### config.mk
export PLATFORM = sky130hd
export DESIGN_NAME = trap_controller_flat
export DESIGN_NICKNAME = d
export VERILOG_FILES = /design/src/rtl/trap_controller_if.sv /design/src/rtl/trap_controller.sv /design/src/flat_wrapper.sv
export SDC_FILE = /design/constraint.sdc
export NUM_CORES = 1
export LEC_CHECK = 0
export BUFFER_PORTS_ARGS = -buffer_cell sky130_fd_sc_hd__buf_4
export CORE_MARGIN = 10
export CORE_UTILIZATION = 50
export DETAILED_ROUTE_END_ITERATION = 10
export GPL_TIMING_DRIVEN = 0
export MAX_ROUTING_LAYER = met4
export PLACE_DENSITY_LB_ADDON = 0.25
export SLEW_MARGIN = 20
export SYNTH_ARGS = -nofsm -noshare
export SYNTH_HDL_FRONTEND = slang
export SYNTH_SLANG_ARGS = --single-unit
### constraint.sdc
create_clock -name clk -period 2.3 [get_ports clk]
set_input_delay 0.345 -clock clk [delete_from_list [all_inputs] [get_ports clk]]
set_output_delay 0.345 -clock clk [all_outputs]
set_load 0.01 [all_outputs]
### src/rtl/trap_controller_if.sv
// rtl/trap_controller_if.sv - pipeline-side bus of the machine-mode trap controller
interface trap_controller_if;
    logic        instr_valid;
    logic [31:0] instr_pc;
    logic        ecall;
    logic        ebreak;
    logic        mret;
    logic        csr_en;
    logic [1:0]  csr_op;
    logic [11:0] csr_addr;
    logic [31:0] csr_wdata;
    logic [31:0] csr_rdata;
    logic        irq_ext;
    logic        irq_timer;
    logic        drained;
    logic        flush;
    logic        redirect_valid;
    logic [31:0] redirect_pc;
    logic        busy;

    modport master (
        output instr_valid, instr_pc, ecall, ebreak, mret,
        output csr_en, csr_op, csr_addr, csr_wdata,
        output irq_ext, irq_timer, drained,
        input  csr_rdata, flush, redirect_valid, redirect_pc, busy
    );

    modport slave (
        input  instr_valid, instr_pc, ecall, ebreak, mret,
        input  csr_en, csr_op, csr_addr, csr_wdata,
        input  irq_ext, irq_timer, drained,
        output csr_rdata, flush, redirect_valid, redirect_pc, busy
    );
endinterface

### src/rtl/trap_controller.sv
// rtl/trap_controller.sv - M-mode trap sequencer with trap CSRs and pipeline drain/redirect
module trap_controller #(
    parameter logic [31:0] MTVEC_RESET     = 32'h0000_0000,
    parameter int          IRQ_SYNC_STAGES = 2
) (
    input  logic              clk,
    input  logic              rst_n,
    trap_controller_if.slave  bus
);

    typedef enum logic [1:0] {
        ST_RUN,
        ST_DRAIN,
        ST_COMMIT,
        ST_REDIRECT
    } state_e;

    localparam logic [11:0] A_MSTATUS = 12'h300;
    localparam logic [11:0] A_MIE     = 12'h304;
    localparam logic [11:0] A_MTVEC   = 12'h305;
    localparam logic [11:0] A_MEPC    = 12'h341;
    localparam logic [11:0] A_MCAUSE  = 12'h342;
    localparam logic [11:0] A_MIP     = 12'h344;

    state_e state_q, state_d;

    logic [IRQ_SYNC_STAGES-1:0] ext_sync_q;
    logic [IRQ_SYNC_STAGES-1:0] tim_sync_q;
    logic irq_ext_s, irq_tim_s;

    logic        st_mie_q,  st_mie_d;
    logic        st_mpie_q, st_mpie_d;
    logic        mie_mtie_q, mie_mtie_d;
    logic        mie_meie_q, mie_meie_d;
    logic [31:2] mtvec_q,  mtvec_d;
    logic [31:1] mepc_q,   mepc_d;
    logic [31:0] mcause_q, mcause_d;

    logic [31:1] epc_q,    epc_d;
    logic [31:0] cause_q,  cause_d;
    logic        is_mret_q, is_mret_d;

    logic [31:0] csr_rdata;
    logic [31:0] csr_new;
    logic        csr_we;
    logic        ext_pend, tim_pend, irq_take;
    logic        exc_evt, event_any;
    logic [31:0] evt_cause;

    logic        flush, busy, redirect_valid;
    logic [31:0] redirect_pc;
    logic        unused_pc0;

    assign unused_pc0 = bus.instr_pc[0];

    // Interrupt lines are asynchronous; only the last stage is observed.
    always_ff @(posedge clk) begin
        if (!rst_n) begin
            ext_sync_q <= '0;
            tim_sync_q <= '0;
        end else begin
            ext_sync_q[0] <= bus.irq_ext;
            tim_sync_q[0] <= bus.irq_timer;
            for (int i = 1; i < IRQ_SYNC_STAGES; i++) begin
                ext_sync_q[i] <= ext_sync_q[i-1];
                tim_sync_q[i] <= tim_sync_q[i-1];
            end
        end
    end

    assign irq_ext_s = ext_sync_q[IRQ_SYNC_STAGES-1];
    assign irq_tim_s = tim_sync_q[IRQ_SYNC_STAGES-1];

    always_comb begin
        csr_rdata = '0;
        case (bus.csr_addr)
            A_MSTATUS: begin
                csr_rdata[3] = st_mie_q;
                csr_rdata[7] = st_mpie_q;
            end
            A_MIE: begin
                csr_rdata[7]  = mie_mtie_q;
                csr_rdata[11] = mie_meie_q;
            end
            A_MTVEC:  csr_rdata = {mtvec_q, 2'b00};
            A_MEPC:   csr_rdata = {mepc_q, 1'b0};
            A_MCAUSE: csr_rdata = mcause_q;
            A_MIP: begin
                csr_rdata[7]  = irq_tim_s;
                csr_rdata[11] = irq_ext_s;
            end
            default:  csr_rdata = '0;
        endcase
    end

    always_comb begin
        case (bus.csr_op)
            2'b01:   csr_new = bus.csr_wdata;
            2'b10:   csr_new = csr_rdata | bus.csr_wdata;
            2'b11:   csr_new = csr_rdata & ~bus.csr_wdata;
            default: csr_new = csr_rdata;
        endcase
    end

    assign ext_pend  = mie_meie_q & irq_ext_s;
    assign tim_pend  = mie_mtie_q & irq_tim_s;
    assign irq_take  = st_mie_q & (ext_pend | tim_pend);
    assign exc_evt   = bus.ecall | bus.ebreak | irq_take;
    assign event_any = bus.instr_valid & (exc_evt | bus.mret);

    always_comb begin
        if (bus.ecall)       evt_cause = 32'd11;
        else if (bus.ebreak) evt_cause = 32'd3;
        else if (ext_pend)   evt_cause = 32'h8000_000B;
        else                 evt_cause = 32'h8000_0007;
    end

    // A CSR instruction that coincides with a trap event never retires.
    assign csr_we = (state_q == ST_RUN) && bus.csr_en && (bus.csr_op != 2'b00) && !event_any;

    always_comb begin
        state_d        = state_q;
        st_mie_d       = st_mie_q;
        st_mpie_d      = st_mpie_q;
        mie_mtie_d     = mie_mtie_q;
        mie_meie_d     = mie_meie_q;
        mtvec_d        = mtvec_q;
        mepc_d         = mepc_q;
        mcause_d       = mcause_q;
        epc_d          = epc_q;
        cause_d        = cause_q;
        is_mret_d      = is_mret_q;
        flush          = 1'b0;
        busy           = 1'b0;
        redirect_valid = 1'b0;
        redirect_pc    = '0;

        case (state_q)
            ST_RUN: begin
                if (event_any) begin
                    state_d   = ST_DRAIN;
                    cause_d   = evt_cause;
                    epc_d     = bus.instr_pc[31:1];
                    is_mret_d = !exc_evt;
                end else if (csr_we) begin
                    case (bus.csr_addr)
                        A_MSTATUS: begin
                            st_mie_d  = csr_new[3];
                            st_mpie_d = csr_new[7];
                        end
                        A_MIE: begin
                            mie_mtie_d = csr_new[7];
                            mie_meie_d = csr_new[11];
                        end
                        A_MTVEC:  mtvec_d  = csr_new[31:2];
                        A_MEPC:   mepc_d   = csr_new[31:1];
                        A_MCAUSE: mcause_d = csr_new;
                        default: ;
                    endcase
                end
            end
            ST_DRAIN: begin
                flush = 1'b1;
                busy  = 1'b1;
                if (bus.drained) state_d = ST_COMMIT;
            end
            ST_COMMIT: begin
                flush   = 1'b1;
                busy    = 1'b1;
                state_d = ST_REDIRECT;
                if (is_mret_q) begin
                    st_mie_d  = st_mpie_q;
                    st_mpie_d = 1'b1;
                end else begin
                    mepc_d    = epc_q;
                    mcause_d  = cause_q;
                    st_mpie_d = st_mie_q;
                    st_mie_d  = 1'b0;
                end
            end
            ST_REDIRECT: begin
                busy           = 1'b1;
                redirect_valid = 1'b1;
                redirect_pc    = is_mret_q ? {mepc_q, 1'b0} : {mtvec_q, 2'b00};
                state_d        = ST_RUN;
            end
            default: state_d = ST_RUN;
        endcase
    end

    always_ff @(posedge clk) begin
        if (!rst_n) begin
            state_q    <= ST_RUN;
            st_mie_q   <= 1'b0;
            st_mpie_q  <= 1'b0;
            mie_mtie_q <= 1'b0;
            mie_meie_q <= 1'b0;
            mtvec_q    <= MTVEC_RESET[31:2];
            mepc_q     <= '0;
            mcause_q   <= '0;
            epc_q      <= '0;
            cause_q    <= '0;
            is_mret_q  <= 1'b0;
        end else begin
            state_q    <= state_d;
            st_mie_q   <= st_mie_d;
            st_mpie_q  <= st_mpie_d;
            mie_mtie_q <= mie_mtie_d;
            mie_meie_q <= mie_meie_d;
            mtvec_q    <= mtvec_d;
            mepc_q     <= mepc_d;
            mcause_q   <= mcause_d;
            epc_q      <= epc_d;
            cause_q    <= cause_d;
            is_mret_q  <= is_mret_d;
        end
    end

    assign bus.csr_rdata      = csr_rdata;
    assign bus.flush          = flush;
    assign bus.busy           = busy;
    assign bus.redirect_valid = redirect_valid;
    assign bus.redirect_pc    = redirect_pc;

endmodule

### src/flat_wrapper.sv
// flat-port wrapper written by rule: the top's interface ports become plain ports
module trap_controller_flat 
#(
    parameter logic [31:0] MTVEC_RESET     = 32'h0000_0000,
    parameter int          IRQ_SYNC_STAGES = 2
)
  (clk, rst_n, bus_instr_valid, bus_instr_pc, bus_ecall, bus_ebreak, bus_mret, bus_csr_en, bus_csr_op, bus_csr_addr, bus_csr_wdata, bus_irq_ext, bus_irq_timer, bus_drained, bus_csr_rdata, bus_flush, bus_redirect_valid, bus_redirect_pc, bus_busy);
  trap_controller_if bus_i ();
  input  logic clk;
  input  logic rst_n;
  input wire logic [$bits(bus_i.instr_valid)-1:0] bus_instr_valid;
  input wire logic [$bits(bus_i.instr_pc)-1:0] bus_instr_pc;
  input wire logic [$bits(bus_i.ecall)-1:0] bus_ecall;
  input wire logic [$bits(bus_i.ebreak)-1:0] bus_ebreak;
  input wire logic [$bits(bus_i.mret)-1:0] bus_mret;
  input wire logic [$bits(bus_i.csr_en)-1:0] bus_csr_en;
  input wire logic [$bits(bus_i.csr_op)-1:0] bus_csr_op;
  input wire logic [$bits(bus_i.csr_addr)-1:0] bus_csr_addr;
  input wire logic [$bits(bus_i.csr_wdata)-1:0] bus_csr_wdata;
  input wire logic [$bits(bus_i.irq_ext)-1:0] bus_irq_ext;
  input wire logic [$bits(bus_i.irq_timer)-1:0] bus_irq_timer;
  input wire logic [$bits(bus_i.drained)-1:0] bus_drained;
  output wire logic [$bits(bus_i.csr_rdata)-1:0] bus_csr_rdata;
  output wire logic [$bits(bus_i.flush)-1:0] bus_flush;
  output wire logic [$bits(bus_i.redirect_valid)-1:0] bus_redirect_valid;
  output wire logic [$bits(bus_i.redirect_pc)-1:0] bus_redirect_pc;
  output wire logic [$bits(bus_i.busy)-1:0] bus_busy;
  assign bus_i.instr_valid = bus_instr_valid;
  assign bus_i.instr_pc = bus_instr_pc;
  assign bus_i.ecall = bus_ecall;
  assign bus_i.ebreak = bus_ebreak;
  assign bus_i.mret = bus_mret;
  assign bus_i.csr_en = bus_csr_en;
  assign bus_i.csr_op = bus_csr_op;
  assign bus_i.csr_addr = bus_csr_addr;
  assign bus_i.csr_wdata = bus_csr_wdata;
  assign bus_i.irq_ext = bus_irq_ext;
  assign bus_i.irq_timer = bus_irq_timer;
  assign bus_i.drained = bus_drained;
  assign bus_csr_rdata = bus_i.csr_rdata;
  assign bus_flush = bus_i.flush;
  assign bus_redirect_valid = bus_i.redirect_valid;
  assign bus_redirect_pc = bus_i.redirect_pc;
  assign bus_busy = bus_i.busy;
  trap_controller #(.MTVEC_RESET(MTVEC_RESET), .IRQ_SYNC_STAGES(IRQ_SYNC_STAGES)) u_core (.clk(clk), .rst_n(rst_n), .bus(bus_i));
endmodule
==> flow_summary_export.csv <==
group,metric,value,unit
route,detail_route.iter0.violations,1345,
yosys,synthArstFlopShare,0,
placement,hpwl,23240,um
timing,drv_slew,0,
pwr,clkPwrFrac,0.354,
route,first_pass_iters,7,
pwr,p_comb_frac,0.278,
placement,globalplace.congestion,1.004,
timing,fin_skew,0.005851,ns
pwr,netSwitchingPower,2.664,mW
yosys,synth-edff-count,0,
worst_setup_path,cp_data_arrival_time,1.98,ns
yosys,syn_area,8016,um^2
cts,clk_pin_slew,0.06,ns
cells_and_area,layout.nets,1302,
run_status,outcome,"finished, violations left",
grt,grt.overflow.total,0,
timing,clock.fmax,429.9,MHz
grt,use_met3,0.07077,
yosys,yosys_warnings,0,
yosys,ys_seq_area_frac,0.3471,
route,ant_nets,0,
cells_and_area,drive_gt1_frac,0.2326,
route,drt_wl_total,31330,um
timing,hold_viol,0,
yosys,syn-num-nets,1113,
grt,grt.total_usage,0.2826,
cts,cts_tree,"yes",
floorplanning,rows,46,
grt,grt-busiest-layer,"met2",
yosys,synth_cells,1020,
pwr,p_leak,4.210,nW
grt,grt_use_met1,0.3500,
route,drcViolationCount,0,
run_status,violations,"negative setup slack",
timing,tightest_slew,0.6581,ns
worst_setup_path,cp.required,1.96,ns
cts,cts_buffers,17,
grt,antenna_found_initial,0,
cells_and_area,fill_cells,1386,
grt,grt_max_degree,17,
worst_setup_path,worstSetupStartpointType,"input pin",
timing,setup_ws,-0.02587,ns
cts,holdBufCountCts,0,
yosys,synth_cell_types,75,
yosys,dominantRegCellSynth,"dfxtp_1",
placement,pre_cts_ws,-0.6764,ns
grt,first_global_vias,8791,
cells_and_area,layoutNonFillerInstCount,1437,
route,wl_per_cell,21.80,um
worst_setup_path,worst-path-max-fanout,5,
grt,grt_pass1_wl,47820,um
timing,whs,0.1327,ns
route,vias_per_cell,6.300,
pwr,finalPower,7.582,mW
timing,finalSetupViolations,4,
timing,post-route-period-util,1.011,
cts,htreeDepth,4,
cts,cts-root-buf,"clkbuf_16",
placement,dp.cells,1388,
timing,post-route-min-period,2.326,ns
pwr,p_per_area,723.5,nW/um^2
min_path,min_path_type,"input pin to register",
floorplanning,die_x,146.6,um
cts,cts.sinks,139,
pwr,p_sw_frac,0.3513,
cells_and_area,final_cell_mix,"164 x buf_4, 139 x nand2_1, 138 x dfxtp_1",
cells_and_area,layout_commonest_cell,"buf_4",
pwr,p_seq_frac,0.369,
floorplanning,initial_core_util,0.5065,
placement,io_buffers,152,
timing,relSlewSlack,0.5613,
worst_setup_path,crit_type,"input pin to output pin",
yosys,syn_area_per_cell,7.859,um^2
floorplanning,die-area,21500,um^2
floorplanning,io_pins,155,
route,vias,9053,
cells_and_area,antenna_cells,0,
cts,cts_max_path_buffers,2,
timing,rsz0062_at_grt,"yes",
grt,met2_usage,0.4350,
flow_run,cap_violations,0,
cells_and_area,area_growth,30.73,%
yosys,ys_ff_latch,139,
floorplanning,core-area,15830,um^2
cts,clock_latency,0.42,ns
worst_setup_path,setup.worst_path.end_class,"output pin",
floorplanning,die_h,146.6,um
pwr,ir_drop,0.5190,mV
pwr,intPower,4.918,mW
==> timing repair <==
item                       in CTS  in global routing
setup endpoints to repair     137                 68
buffers inserted               18                  6
pin swaps                       9                 12
gates resized for setup        56                 48
hold endpoints to repair        0                  0
==> metrics by stage <==
stage	utilization	instance area, um^2	setup TNS, ns
CTS	0.6505	10300	0
floorplan	-	8016	0
global route	0.6621	10480	-0.6734
global placement	0.5957	9428	-39.90
detailed placement	0.5957	9428	-41.90
finish	0.6621	10480	-0.05421
==> registers in the layout (all words and copies together) (netlist names) <==
signal / cells
u_core.epc_q: 31
u_core.mepc_q: 31
u_core.is_mret_q: 1
u_core.st_mie_q: 1
u_core.mcause_q: 32
u_core.mie_meie_q: 1
u_core.mie_mtie_q: 1
u_core.ext_sync_q: 2
u_core.mtvec_q: 30
u_core.tim_sync_q: 2
u_core.st_mpie_q: 1
u_core.state_q: 2
u_core.cause_q: 4
==> cell type report <==
type                            instances  area, um^2  area share
Buffer                                 89       478.0     0.04561
Clock buffer                           17       425.4     0.04059
Clock inverter                         14       147.6     0.01409
Inverter                               23       86.33    0.008238
Multi-Input combinational cell        763        4906      0.4681
Sequential cell                       139        2784      0.2656
Tap cell                              216       270.3     0.02579
Timing Repair Buffer                  176        1383      0.1319
==> routing by layer <==
| layer | up-vias | share of wire |
|---|---|---|
| met3 | 114 | 0.11 |
| met4 | 0 | 0.040 |
| met2 | 641 | 0.44 |
| met5 | - | 0 |
| met1 | 4123 | 0.41 |
| li1 | 4175 | - |
==> cell usage after synthesis (4+ instances only) <==
master,number,area (um^2)
dfxtp_1,139,2783
nand2_1,139,521.8
a21oi_1,92,460.4
clkbuf_1,71,266.5
nand3_1,56,280.3
nand4_1,41,256.5
nor2b_1,36,225.2
nor2_1,35,131.4
o21ai_1,35,175.2
mux2i_1,33,330.3
o21ai_0,31,155.2
a211oi_1,27,202.7
inv_1,20,75.07
o31ai_1,19,142.6
and4b_1,15,150.1
a21o_1,14,105.1
a32o_1,14,140.1
buf_2,14,70.07
o22ai_1,14,87.58
a22o_1,13,113.9
and3b_1,13,113.9
nor3b_1,12,90.09
o2111ai_1,10,87.58
o221ai_1,10,87.58
and2_1,9,56.30
a31oi_1,7,43.79
nand2b_1,7,43.79
and3_1,6,37.54
buf_1,6,22.52
nor3_1,6,30.03
ha_1,5,62.56
and4_1,4,35.03
buf_4,4,30.03
nor4_1,4,25.02
o211ai_1,4,30.03
==> path summary, 6_finish.rpt <==
check                                          start              endpoint  slack [ns]  depth (start not counted)
worst max-delay path                 bus_csr_addr[7]     bus_csr_rdata[29]       -0.03                          9
worst min-delay path                   bus_irq_timer  u_core.tim_sync_q[0]        0.13                          2
worst max register to register     u_core.state_q[0]     u_core.mepc_q[16]        0.04                          6
worst min register to register  u_core.ext_sync_q[0]  u_core.ext_sync_q[1]        0.43                          1
==> worst max-delay path: stages <==
cell	delay (ns)
buf_8	0.11
or4b_4	0.56
nor4_4	0.16
buf_6	0.17
buf_6	0.12
buf_12	0.12
a22o_1	0.15
a21o_1	0.14
buf_6	0.12
==> power by group through the flow <==
stage	registers, mW	logic, mW	clock network (mW)
detailed placement	2.82	1.94	0
CTS	2.78	2.01	2.68
global placement	2.82	1.92	0
floorplan	2.75	1.26	0
finish	2.80	2.10	2.68
global route	2.81	2.26	2.78
==> cells by family (layout without fill, tap and decap cells) <==
family	after synthesis	count (layout)	synth area share
adders and majority gates	5	5	0.007804
DFF	139	139	0.3471
buffers and inverters	118	319	0.05931
xor gates and xnor gates	3	3	0.003278
AOI/OAI and AO/OA	317	317	0.2622
and+or+nand+nor	403	403	0.2772
other	1	1	0.0004678
muxes	34	34	0.04261
Note: power is estimated with default switching activity, not from simulation.
